[src/rtl/mp_counter_n.sv]
// mp_counter_n: N-digit BCD up/down counter with prescaler, parallel load,
// synchronous clear, terminal-count pulse and a multiplexed, registered
// seven-segment display driver with optional leading-zero blanking.
module mp_counter_n #(
    parameter int DIGITS   = 4,
    parameter int TICK_DIV = 1,
    parameter int SCAN_DIV = 4,
    parameter int LZB      = 0
) (
    input  logic                  clk,
    input  logic                  rst_n,
    input  logic                  en,
    input  logic                  style,
    input  logic                  clr,
    input  logic                  load,
    input  logic [4*DIGITS-1:0]   load_val,
    output logic [4*DIGITS-1:0]   count,
    output logic                  tc,
    output logic [6:0]            disp,
    output logic [DIGITS-1:0]     an
);

    localparam int PW = (TICK_DIV > 1) ? $clog2(TICK_DIV) : 1;
    localparam int SW = (SCAN_DIV > 1) ? $clog2(SCAN_DIV) : 1;
    localparam int IW = (DIGITS > 1) ? $clog2(DIGITS) : 1;

    localparam logic [PW-1:0] PRE_LAST  = PW'(TICK_DIV - 1);
    localparam logic [SW-1:0] SCAN_LAST = SW'(SCAN_DIV - 1);
    localparam logic [IW-1:0] IDX_LAST  = IW'(DIGITS - 1);

    logic [4*DIGITS-1:0] count_reg, count_next;
    logic [PW-1:0]       pre_reg, pre_next;
    logic                tc_reg, tc_next;
    logic [SW-1:0]       scan_cnt_reg, scan_cnt_next;
    logic [IW-1:0]       idx_reg, idx_next;
    logic [6:0]          disp_reg, disp_next;
    logic [DIGITS-1:0]   an_reg, an_next;

    logic                tick;
    logic [4*DIGITS-1:0] load_clean;
    logic [4*DIGITS-1:0] step_val;
    logic [DIGITS:0]     chain;       // carry (up) or borrow (down) into each digit
    logic [DIGITS:0]     zero_from;   // digit k and every higher digit are zero
    logic [3:0]          digit [DIGITS];
    logic [3:0]          cur_digit;
    logic                blank;

    assign tick = en && (pre_reg == PRE_LAST);

    // Per-digit slices: load sanitising, BCD step and leading-zero chain
    assign chain[0]          = 1'b1;
    assign zero_from[DIGITS] = 1'b1;

    generate
        for (genvar gi = 0; gi < DIGITS; gi++) begin : g_digit
            logic [3:0] ld;
            logic [3:0] d;

            assign ld        = load_val[4*gi +: 4];
            assign d         = count_reg[4*gi +: 4];
            assign digit[gi] = d;

            // Non-BCD load digits are stored as zero
            assign load_clean[4*gi +: 4] = (ld > 4'd9) ? 4'd0 : ld;

            // A digit only moves when everything below it rolled over
            assign step_val[4*gi +: 4] = !chain[gi] ? d :
                                         style ? ((d == 4'd0) ? 4'd9 : d - 4'd1) :
                                                 ((d == 4'd9) ? 4'd0 : d + 4'd1);
            assign chain[gi+1] = chain[gi] && (style ? (d == 4'd0) : (d == 4'd9));

            assign zero_from[gi] = (d == 4'd0) && zero_from[gi+1];
        end
    endgenerate

    // Counter next state: clear beats load beats tick; carry out of the top digit is a wrap
    always_comb begin
        count_next = count_reg;
        pre_next   = pre_reg;
        tc_next    = 1'b0;
        if (clr) begin
            count_next = '0;
            pre_next   = '0;
        end else if (load) begin
            count_next = load_clean;
            pre_next   = '0;
        end else if (en) begin
            if (tick) begin
                pre_next   = '0;
                count_next = step_val;
                tc_next    = chain[DIGITS];
            end else begin
                pre_next = pre_reg + PW'(1);
            end
        end
    end

    // Scan divider and digit index: free-running, unaffected by counter controls
    always_comb begin
        scan_cnt_next = scan_cnt_reg + SW'(1);
        idx_next      = idx_reg;
        if (scan_cnt_reg == SCAN_LAST) begin
            scan_cnt_next = '0;
            idx_next      = (idx_reg == IDX_LAST) ? '0 : idx_reg + IW'(1);
        end
    end

    // Display next state: segment code of the selected digit, one anode low
    always_comb begin
        cur_digit = digit[idx_reg];
        blank     = (LZB != 0) && (idx_reg != '0) && zero_from[idx_reg];
        an_next   = ~(DIGITS'(1) << idx_reg);
        if (blank) begin
            disp_next = 7'b1111111;
        end else begin
            case (cur_digit)
                4'd0:    disp_next = 7'b1000000;
                4'd1:    disp_next = 7'b1111001;
                4'd2:    disp_next = 7'b0100100;
                4'd3:    disp_next = 7'b0110000;
                4'd4:    disp_next = 7'b0011001;
                4'd5:    disp_next = 7'b0010010;
                4'd6:    disp_next = 7'b0000010;
                4'd7:    disp_next = 7'b1111000;
                4'd8:    disp_next = 7'b0000000;
                4'd9:    disp_next = 7'b0010000;
                default: disp_next = 7'b1111111;
            endcase
        end
    end

    // State registers with asynchronous active-low reset
    always_ff @(posedge clk or negedge rst_n) begin
        if (!rst_n) begin
            count_reg    <= '0;
            pre_reg      <= '0;
            tc_reg       <= 1'b0;
            scan_cnt_reg <= '0;
            idx_reg      <= '0;
            disp_reg     <= 7'h7F;
            an_reg       <= '1;
        end else begin
            count_reg    <= count_next;
            pre_reg      <= pre_next;
            tc_reg       <= tc_next;
            scan_cnt_reg <= scan_cnt_next;
            idx_reg      <= idx_next;
            disp_reg     <= disp_next;
            an_reg       <= an_next;
        end
    end

    assign count = count_reg;
    assign tc    = tc_reg;
    assign disp  = disp_reg;
    assign an    = an_reg;

endmodule

[config.mk]
export PLATFORM = sky130hd
export DESIGN_NAME = mp_counter_n
export DESIGN_NICKNAME = d
export VERILOG_FILES = /design/src/rtl/mp_counter_n.sv
export SDC_FILE = /design/constraint.sdc
export NUM_CORES = 1
export LEC_CHECK = 0
export CAP_MARGIN = 20
export CORE_UTILIZATION = 45
export CTS_BUF_LIST = sky130_fd_sc_hd__clkbuf_4 sky130_fd_sc_hd__clkbuf_8
export DETAILED_ROUTE_END_ITERATION = 7
export PLACE_DENSITY = 0.7
export SETUP_SLACK_MARGIN = 0.05
export SLEW_MARGIN = 20
export SYNTH_ARGS = -nofsm -noshare
export SYNTH_HDL_FRONTEND = slang
export SYNTH_SLANG_ARGS = --single-unit
[constraint.sdc]
create_clock -name clk -period 3.6 [get_ports clk]
set_input_delay 0.54 -clock clk [delete_from_list [all_inputs] [get_ports clk]]
set_output_delay 0.54 -clock clk [all_outputs]
set_load 0.03 [all_outputs]
Word level (Yosys, flattened, before mapping):

Memories as Yosys holds them, arrays and structs flattened. A register that Yosys moved wholly into a read port is not among the register bits.
Index checks and enable logic that the tools add are counted.
W data, S select, Z words.

* add/sub/neg operators: 11
* magnitude comparators: 5
* eq/ne operators: 6
* shift-type cells: 1
* multiplexer cells: 40
* bitwise logic cells: 3
* reductions and logical operators: 18

Operators with widths (count)
* $mux W4: 21
* $mux W16: 4
* $add A4 B1 Y4 const B: 4
* $eq A4 B4 Y1 const B: 4
* $gt A4 B4 Y1 const B: 4
* $logic_not A4 Y1: 4
* $sub A4 B1 Y4 const B: 4
* $reduce_bool A3 Y1: 5
* $mux W1: 12
* $reduce_and A3 Y1: 3
* $bmux W4 S2: 1
* $add A2 B1 Y2 const B: 2
* $eq A2 B2 Y1 const B: 2
* $logic_and A1 B1 Y1: 4
* $mux W2: 2
* $not A4 Y4: 1
* $shl A1 B2 Y4 const A: 1
* $ge A3 B3 Y1 const B: 1
* $not A2 Y3: 1
* $reduce_and A2 Y1: 1
* $add A1 B1 Y1 const B: 1
* $logic_not A1 Y1: 1
* $not A1 Y1: 1

* register bits: 26
* ROM bits: 112
* input port bits: 22
* output and inout port bits: 28
* logic and storage cells: 94
* memories: 1

Memories
* (name not given): depth 16, bits a word 7, rd ports 1, clocked after memory_dff 1, write ports 0, RTL line 116 `case (cur_digit)`

Depth between registers and ports, before layout:

Gate-level depths: netlist of the first run.

* depth after elaboration: 9
* mapped depth: 7
* mapped depth without buffers: 6

Least setup slack after synthesis of the first run:

OpenSTA, ideal clock, no wires.

* path kind: reg-to-reg
* start: reg count_reg[0], in the netlist count[0]
* end: reg count_reg[4], in the netlist count[4]
* library setup time: 0.125 ns
* arrival: 1.839 ns
* required time: 3.475 ns
* slack: 1.636 ns
* stages on the path, launching flop included: 7
* buffers on the path: 0
* clock period less this slack: 1.964 ns
* cell sequence: dfrtp_1 > inv_1 > ha_1 > and3b_1 > o21ai_1 > a2111oi_0 > a2111oi_0

* word-level cells in the longest chain between the ends: 4
* elaborated cells between the ends (all ways): 5
* those cells by class: 1 x eq/ne; 1 x mux; 3 x reduce/logical

RTL lines
* start, declared: RTL line 31 `logic [4*DIGITS-1:0] count_reg, count_next;`
* start signal, assigned: RTL line 143 `count_reg <= count_next;`
* $eq A4 B4 Y1 or $logic_not A4 Y1 (tied branches)
* $mux W1 (*): RTL line 70 `assign chain[gi+1] = chain[gi] && (style ? (d == 4'd0) : (d == 4'd9));`
* $reduce_bool A3 Y1 (no line) (*)
* $reduce_and A3 Y1 (no line) (*)

Every way passes the cells marked *; elsewhere a longest branch is shown, timed or not.
A chain may end at the register's enable or synchronous reset.

Final worst setup path of the first run:

* start: in style
* end: reg count_reg[15], in the netlist count[15]

* word-level cells in the longest chain between the ends: 6
* elaborated cells between the ends (all ways): 13
* those cells by class: 9 x mux; 4 x reduce/logical

RTL lines
* start, declared: RTL line 13 `input logic style,`
* $mux W4: RTL line 68 `style ? ((d == 4'd0) ? 4'd9 : d - 4'd1) :`
* $mux W4: RTL line 67 `assign step_val[4*gi +: 4] = !chain[gi] ? d :`
* $mux W16: RTL line 88 `if (tick) begin`
* $mux W16: RTL line 87 `end else if (en) begin`
* $mux W16: RTL line 84 `end else if (load) begin`
* $mux W16: RTL line 81 `if (clr) begin`

Parallel ways exist; a longest one is shown, timed or not. The select of a mux whose other input is x is not followed.

==> impl_metrics.toml, run 1 <==
[status]
outcome = "finished clean"

[synthesis]
synth_ff_type = "dfrtp_1"
async_reset_ff_share_pct = 100
syn_area_per_cell_sq_um = 9.30
ys_seq_area_share_pct = 31.5
synth_edf_count = 0
syn_inst = 287
ys_types = 62
ys_ff_latch = 33
synth_fp_nets = 332
yosysWarnings = 0
mappedNetlistArea_sq_um = 2670

[critical_path]
slowest_delay_ps = 830
end_kind = "flip-flop"
startpoint_type = "primary input"
path_class = "primary input to flip-flop"
worstPathMaxFanout = 17
cp.required_ps = 3790
rr_worst_depth = 6
critPathArrivalTime_ps = 2660
cp_cell_sequence = "clkdlybuf4s50_1, nor4bb_1, a31oi_1, o21a_4, o41ai_2"
slowest_stage = "clkdlybuf4s50_1"

[timing]
rsz0062_at_grt = "false"
drv_slew = 0
finClkSkew_ps = 11.1
timing.final.crit_share_pct = 68.7
final_hold_viol_count = 0
min_period_ps = 2470
fmax_mhz = 404
slew-limit-headroom_pct = 47.7
finalSetupViolCount = 0
finalSetupTns_ps = 0
max_slew.worst_pin.slew_ps = 782
hold_ws_ps = 243

[clocking]
numCtsBuffers = 5
cts_setup_buffers = 0
cts_resized = 0
htreeDepth = 2
cts_tree = "yes"
cts-root-buf = "clkbuf_8"
clk_pin_slew_ps = 80
clk_latency_ps = 290
postCtsHoldBufs = 0
cts.sinks = 33
cts.path.max_buffers = 2

[run]
drv_cap = 0

[routing]
vias = 2373
routed_wl_um = 6600
vias_per_cell = 5.86
drtPass1Iterations = 4
drtIter0Drc = 182
antenna_left = 0
wl_per_cell_um = 16.3
route.detailed.drc = 0

[pwr]
total_power_mw = 1.22
power.density_nw_per_um2 = 370
cellLeakagePower_nw = 1.34
vdd.ir_drop.worst_uv = 301

[placed_design]
dp_hpwl_um = 4700
dpl-instance-area_sq_um = 3190
place_congestion = 0.908
port_buffers = 49

[global_route]
gr-total-overflow = 0
antenna_found_initial = 0
grt_first_pass_wirelength_um = 11200
grt_max_degree = 25
grt_use_total_pct = 23.0
first_global_vias = 2301

[floorplanning]
dieArea_sq_um = 6240
design.core.area_sq_um = 5610
fp.dieW_um = 79.0
rows = 27
initial_core_util_pct = 47.6
die_h_um = 79.0
io-pin-count = 50

[cells_and_area]
final.fill_count = 494
largest_reg_flops = 16
final_nets = 377
final_common_cell = "clkdlybuf4s50_1"
drive_above_1_share_pct = 14.1
final_cell_mix = "clkdlybuf4s50_1, ha_1, inv_1, nor2_1, dfrtp_1"
final_cell_area_sq_um = 3310
diodes = 0
syn_to_final_growth_pct = 24.1

[worst_hold_path]
hold_class = "primary input to async pin"
==> synthesized netlist by cell type (all sizes together) (4+ instances only) <==
| master | count | area [sq um] |
|---|---|---|
| nand2 | 14 | 52.6 |
| o211ai | 4 | 30.0 |
| xnor2 | 4 | 35.0 |
| o21ai | 17 | 85.1 |
| mux4 | 4 | 92.6 |
| nand2b | 12 | 75.1 |
| a21oi | 17 | 85.1 |
| ha | 23 | 288 |
| o41ai | 6 | 67.6 |
| buf | 9 | 60.1 |
| nor2 | 22 | 82.6 |
| nand3 | 6 | 30.0 |
| nand3b | 5 | 37.5 |
| a21o | 4 | 30.0 |
| nor3b | 6 | 56.3 |
| and3 | 4 | 26.3 |
| dfstp | 11 | 289 |
| a2111oi | 8 | 70.1 |
| nor3 | 4 | 20.0 |
| and3b | 5 | 45.0 |
| a31oi | 6 | 37.5 |
| inv | 22 | 82.6 |
| a22oi | 4 | 30.0 |
| clkbuf | 6 | 22.5 |
| nor2b | 4 | 25.0 |
| dfrtp | 22 | 551 |
==> power breakdown <==
group | total [mW] | switching (mW) | internal [mW]
logic | 0.389 | 0.212 | 0.178
registers | 0.461 | 0.0514 | 0.410
clock network | 0.373 | 0.140 | 0.233
total | 1.22 | 0.403 | 0.820
==> area by class of cell <==
cell class	count	area [sq um]	share of cell area [%]
Multi-Input combinational cell	217	1660	50.2
Inverter	22	82.6	2.49
Tap cell	72	90.1	2.72
Clock buffer	7	90.1	2.72
Clock inverter	1	30.0	0.907
Timing Repair Buffer	53	515	15.6
Sequential cell	33	840	25.3
==> critical path, delay by kind of cell <==
kind / cells / cell delay, ps
buffers and inverters: 1 / 830
and+or+nand+nor: 1 / 440
AOI/OAI and AO/OA: 3 / 850
==> cells by family (layout without fill, tap and decap cells) <==
kind of cell / after synthesis / in the layout / synth area share [%]
xor gates and xnor gates: 5 / 5 / 1.64
adders and majority gates: 23 / 23 / 10.8
AOI/OAI and AO/OA: 83 / 83 / 23.0
muxes: 9 / 9 / 5.44
DFF: 33 / 33 / 31.5
and+or+nand+nor: 97 / 97 / 21.5
buffers and inverters: 37 / 83 / 6.19
==> path summary, 6_finish.rpt <==
path / from / to / slack (ps)
setup reg to reg: count[0] / count[4] / 1440
setup / recovery: style / count[15] / 1130
hold reg to reg: scan_cnt_reg[0] / scan_cnt_reg[0] / 420
max in group asynchronous: rst_n / disp[4] / 2740
min in group clk: scan_cnt_reg[0] / scan_cnt_reg[0] / 420
hold / removal: rst_n / count[10] / 240
==> per-layer routing <==
layer / GRT usage [%] / share of wire, % / up-vias
met3: 3.56 / 5.7 / 11
met4: 8.36 / 1.9 / 0
met2: 37.9 / 47 / 78
met5: 0 / 0 / -
met1: 30.4 / 45 / 1140
li1: - / - / 1144
==> per-stage QoR <==
| stage | util, % | worst slack [ps] | cells |
|---|---|---|---|
| finish | 59.1 | 1130 | 405 |
| floorplan | - | 1640 | 287 |
| detailed placement | 56.9 | 892 | 397 |
| global route | 59.1 | 965 | 405 |
| global placement | 57.0 | 982 | 397 |
| CTS | 59.1 | 1160 | 405 |
No activity file was read; power rests on OpenSTA's default activity.
==> inputs of run 2 (changes only) <==
- clock period: 3.6 -> 2.5 ns (I/O delays scaled with it)
==> impl_metrics.toml, run 2 (synthesis gave the netlist of run 1 again) <==
[floorplanning]
fp.dieW_um = 79.0
die_h_um = 79.0
dieArea_sq_um = 6240
initial_core_util_pct = 47.6
design.core.area_sq_um = 5610
rows = 27
io-pin-count = 50

[timing]
final_hold_viol_count = 0
rsz0062_at_grt = "false"
finClkSkew_ps = 5.55
min_period_ps = 2120
setup_ws_ps = 381
timing.final.crit_share_pct = 84.7
finalSetupTns_ps = 0
max_slew.worst_pin.slew_ps = 652
drv_slew = 0
fmax_mhz = 472
slew-limit-headroom_pct = 55.4
finalSetupViolCount = 0

[cells_and_area]
utilization_pct = 60.4
largest_reg_flops = 16
syn_to_final_growth_pct = 27.0
stdcell_count = 413
final_common_cell = "clkdlybuf4s50_1"
final_cell_mix = "clkdlybuf4s50_1, ha_1, inv_1, nor2_1, dfrtp_1"
final_nets = 385
drive_above_1_share_pct = 15.8
diodes = 0

[critical_path]
r2r_start = "count[8]"
reg2reg_to = "count[12]"
rr_worst_depth = 6
path_class = "primary input to flip-flop"
startpoint_type = "primary input"
worstPathMaxFanout = 25
critPathArrivalTime_ps = 2310
end_kind = "flip-flop"
cp.required_ps = 2690
rrSetupSlack_ps = 380

[worst_hold_path]
hold_end = "scan_cnt_reg[0]"
worstHoldPathCells = 1
min_from = "scan_cnt_reg[0]"
hold_class = "flip-flop to flip-flop"

[clocking]
postCtsHoldBufs = 0
htreeDepth = 2
clk_pin_slew_ps = 70
cts.sinks = 33
clk_latency_ps = 290
cts_resized = 0
numCtsBuffers = 5
cts_tree = "yes"
cts-root-buf = "clkbuf_8"
cts.path.max_buffers = 2
cts_setup_buffers = 0

[placed_design]
dp.cells = 405
place_congestion = 0.930
dp_slack_ps = 89.3
dp_hpwl_um = 4900
port_buffers = 49

[global_route]
first_global_vias = 2339
grt_first_pass_wirelength_um = 11300
grt_max_degree = 34
antenna_found_initial = 0
gr-total-overflow = 0
grt_use_total_pct = 23.5

[pwr]
clkPwrFrac_pct = 30.0
p_sw_share_pct = 32.6
combPwrFrac_pct = 32.9
cellLeakagePower_nw = 1.39
power_frac_seq_pct = 37.1
vdd.ir_drop.worst_uv = 237
switchingPower_uw = 579
internal-power_mw = 1.19
power.density_nw_per_um2 = 523

[routing]
drtIter0Drc = 163
vias = 2393
wl_per_cell_um = 16.3
route.detailed.drc = 0
routed_wl_um = 6720
antenna_left = 0
drtPass1Iterations = 4
vias_per_cell = 5.79

[status]
outcome = "finished clean"

[run]
drv_cap = 0
==> run 2: worst max-delay path, cell delays in order <==
cell and delay [ps]:
clkdlybuf4s50_1 520, buf_12 180, nor4bb_1 410, a31oi_1 210
o21a_4 300, o41ai_2 310
==> run 2: power groups by stage <==
stage	clock (mW)	combinational [mW]	sequential (mW)
finish	0.532	0.583	0.658
global route	0.567	0.635	0.667
CTS	0.546	0.584	0.657
detailed placement	0	0.581	0.667
global placement	0	0.572	0.666
floorplan	0	0.294	0.728
==> run 2: metrics by stage <==
stage	hold WS (ps)	instance area, sq um	power, mW
detailed placement	426	3270	1.25
CTS	435	3390	1.79
finish	428	3390	1.77
floorplan	79.4	2670	1.02
global route	453	3390	1.87
global placement	412	3270	1.24
==> run 2: worst max-delay path by stage <==
stage / from / endpoint / slack [ps]
after detailed placement: style / count[12] / 90
after CTS: count[8] / count[12] / 410
final: style / count[12] / 380
after floorplan: count[0] / count[4] / 540
after global placement: style / count[15] / 240
after global routing: count[8] / count[14] / 170
==> run 2: area by class of cell <==
cell class                      count  area (sq um)
Clock inverter                      1          30.0
Inverter                           22          82.6
Multi-Input combinational cell    217          1660
Timing Repair Buffer               61           593
Tap cell                           72          90.1
Fill cell                         524          2220
Clock buffer                        7          90.1
Sequential cell                    33           840
==> run 2: routing by layer <==
layer / part of all wire, % / vias up / GRT usage (%)
met1: 44 / 1134 / 30.6
met3: 6.3 / 11 / 3.56
met5: 0 / - / 0
met4: 1.5 / 0 / 8.18
li1: - / 1164 / -
met2: 49 / 84 / 39.4
==> inputs of run 3 (changes only) <==
- clock period: 2.5 -> 2 ns (I/O delays scaled with it)
==> impl_metrics.toml, run 3 (synthesis gave the netlist of run 1 again) <==
[cells_and_area]
diodes = 0
drive_above_1_share_pct = 24.5
final.fill_count = 496
multiInputGateArea_sq_um = 1710
final_common_cell = "clkdlybuf4s50_1"
regArea_sq_um = 842
largest_reg_flops = 16
syn_to_final_growth_pct = 34.6
final_cell_mix = "clkdlybuf4s50_1, buf_4, ha_1"
final_nets = 411

[pwr]
power.density_nw_per_um2 = 592
cellLeakagePower_nw = 1.52
vdd.ir_drop.worst_uv = 291

[critical_path]
cp.required_ps = 1700
critPathTopFamily = "buffers and inverters"
worstPathMaxFanout = 11
path_buf_inv = 1
critPathArrivalTime_ps = 1640
cp_cell_sequence = "clkdlybuf4s50_1"
slowest_delay_ps = 750
end_kind = "output pin"
startpoint_type = "flip-flop"
cp.depth = 1
slowest_stage = "clkdlybuf4s50_1"
timing.critical_path.from = "count[11]"
rr_worst_depth = 6
r2r_start = "count[0]"
path_class = "flip-flop to output pin"

[timing]
max_slew.worst_pin.slew_ps = 543
finClkSkew_ps = 6.61
setup_ws_ps = 61.1
timing.final.crit_share_pct = 96.9
hold_ws_ps = 417
drv_slew = 0
finalSetupViolCount = 0
slew-limit-headroom_pct = 62.9
final_hold_viol_count = 0
fmax_mhz = 516
rsz0062_at_grt = "true"
min_period_ps = 1940

[routing]
wl_per_cell_um = 15.3
routed_wl_um = 6730
vias = 2472
drtPass1Iterations = 4
vias_per_cell = 5.63
antenna_left = 0
route.detailed.drc = 0
drtIter0Drc = 164

[run]
drv_cap = 0

[clocking]
clk_pin_slew_ps = 80
cts-root-buf = "clkbuf_8"
cts_setup_buffers = 0
cts.path.max_buffers = 2
numCtsBuffers = 5
clk_latency_ps = 290
cts.sinks = 33
htreeDepth = 2
postCtsHoldBufs = 0
cts_tree = "yes"

[global_route]
grt_first_pass_wirelength_um = 11300
grt_use_total_pct = 23.1
antenna_found_initial = 0
first_global_vias = 2361
gr-total-overflow = 0
grt_max_degree = 34

[floorplanning]
io-pin-count = 50
dieArea_sq_um = 6240
rows = 27
fp.dieW_um = 79.0
die_h_um = 79.0
design.core.area_sq_um = 5610
initial_core_util_pct = 47.6

[status]
outcome = "finished clean"

[placed_design]
port_buffers = 49
dp_slack_ps = -209
place_congestion = 0.858
dp_hpwl_um = 5120

[worst_hold_path]
hold_class = "primary input to async pin"
[run 3: cell count changes in the layout (fill, tap and decap cells not counted), moves of 2 or more]
cell	delta
nor4bb_1	-2
dfrtp_2	+2
dfrtp_1	-2
clkinv_2	+2
buf_4	+27
[run 3: layer usage]
layer  track usage (%)  wire, um  up-vias
li1                  -         -     1206
met1              31.7      3140     1191
met2              37.8      3200       66
met3              3.10       289        9
met4              6.55       101        0
met5                 0         0        -
[run 3: final timing paths]
path                                         to  slack (ps)
min in group clk                scan_cnt_reg[0]         420
worst max register to register         count[4]         150
worst min-delay path                         tc         420
worst max-delay path                  count[11]          60
max in group asynchronous                 an[0]        1230
worst min register to register  scan_cnt_reg[0]         420
[run 3: report_power, final]
| part | switching [mW] | internal [mW] | total [mW] |
|---|---|---|---|
| clock | 0.268 | 0.240 | 0.508 |
| sequential | 0.0685 | 0.738 | 0.807 |
| combinational | 0.425 | 0.387 | 0.812 |
[run 3: final cells by class]
| cell class | instances | area share [%] |
|---|---|---|
| Tap cell | 72 | 2.51 |
| Multi-Input combinational cell | 217 | 47.7 |
| Sequential cell | 33 | 23.4 |
| Inverter | 22 | 2.30 |
| Clock buffer | 5 | 1.92 |
| Clock inverter | 3 | 0.488 |
| Timing Repair Buffer | 87 | 21.7 |
[run 3: per-stage QoR]
stage | TNS (ps) | std cells | instance area (sq um) | total power [mW] | util (%)
2_1_floorplan | 0 | 287 | 2670 | 1.28 | -
3_3_place_gp | -787 | 431 | 3450 | 1.60 | 61.6
3_5_place_dp | -1700 | 431 | 3450 | 1.60 | 61.6
4_1_cts | 0 | 439 | 3540 | 2.12 | 63.2
5_1_grt | -12.7 | 439 | 3590 | 2.25 | 64.1
6_report | 0 | 439 | 3590 | 2.13 | 64.1
[run 3: what timing repair did]
| action | in CTS | in global routing |
|---|---|---|
| setup endpoints to repair | 1 | 14 |
| resized for setup | 1 | 12 |
| pin swaps | 0 | 0 |
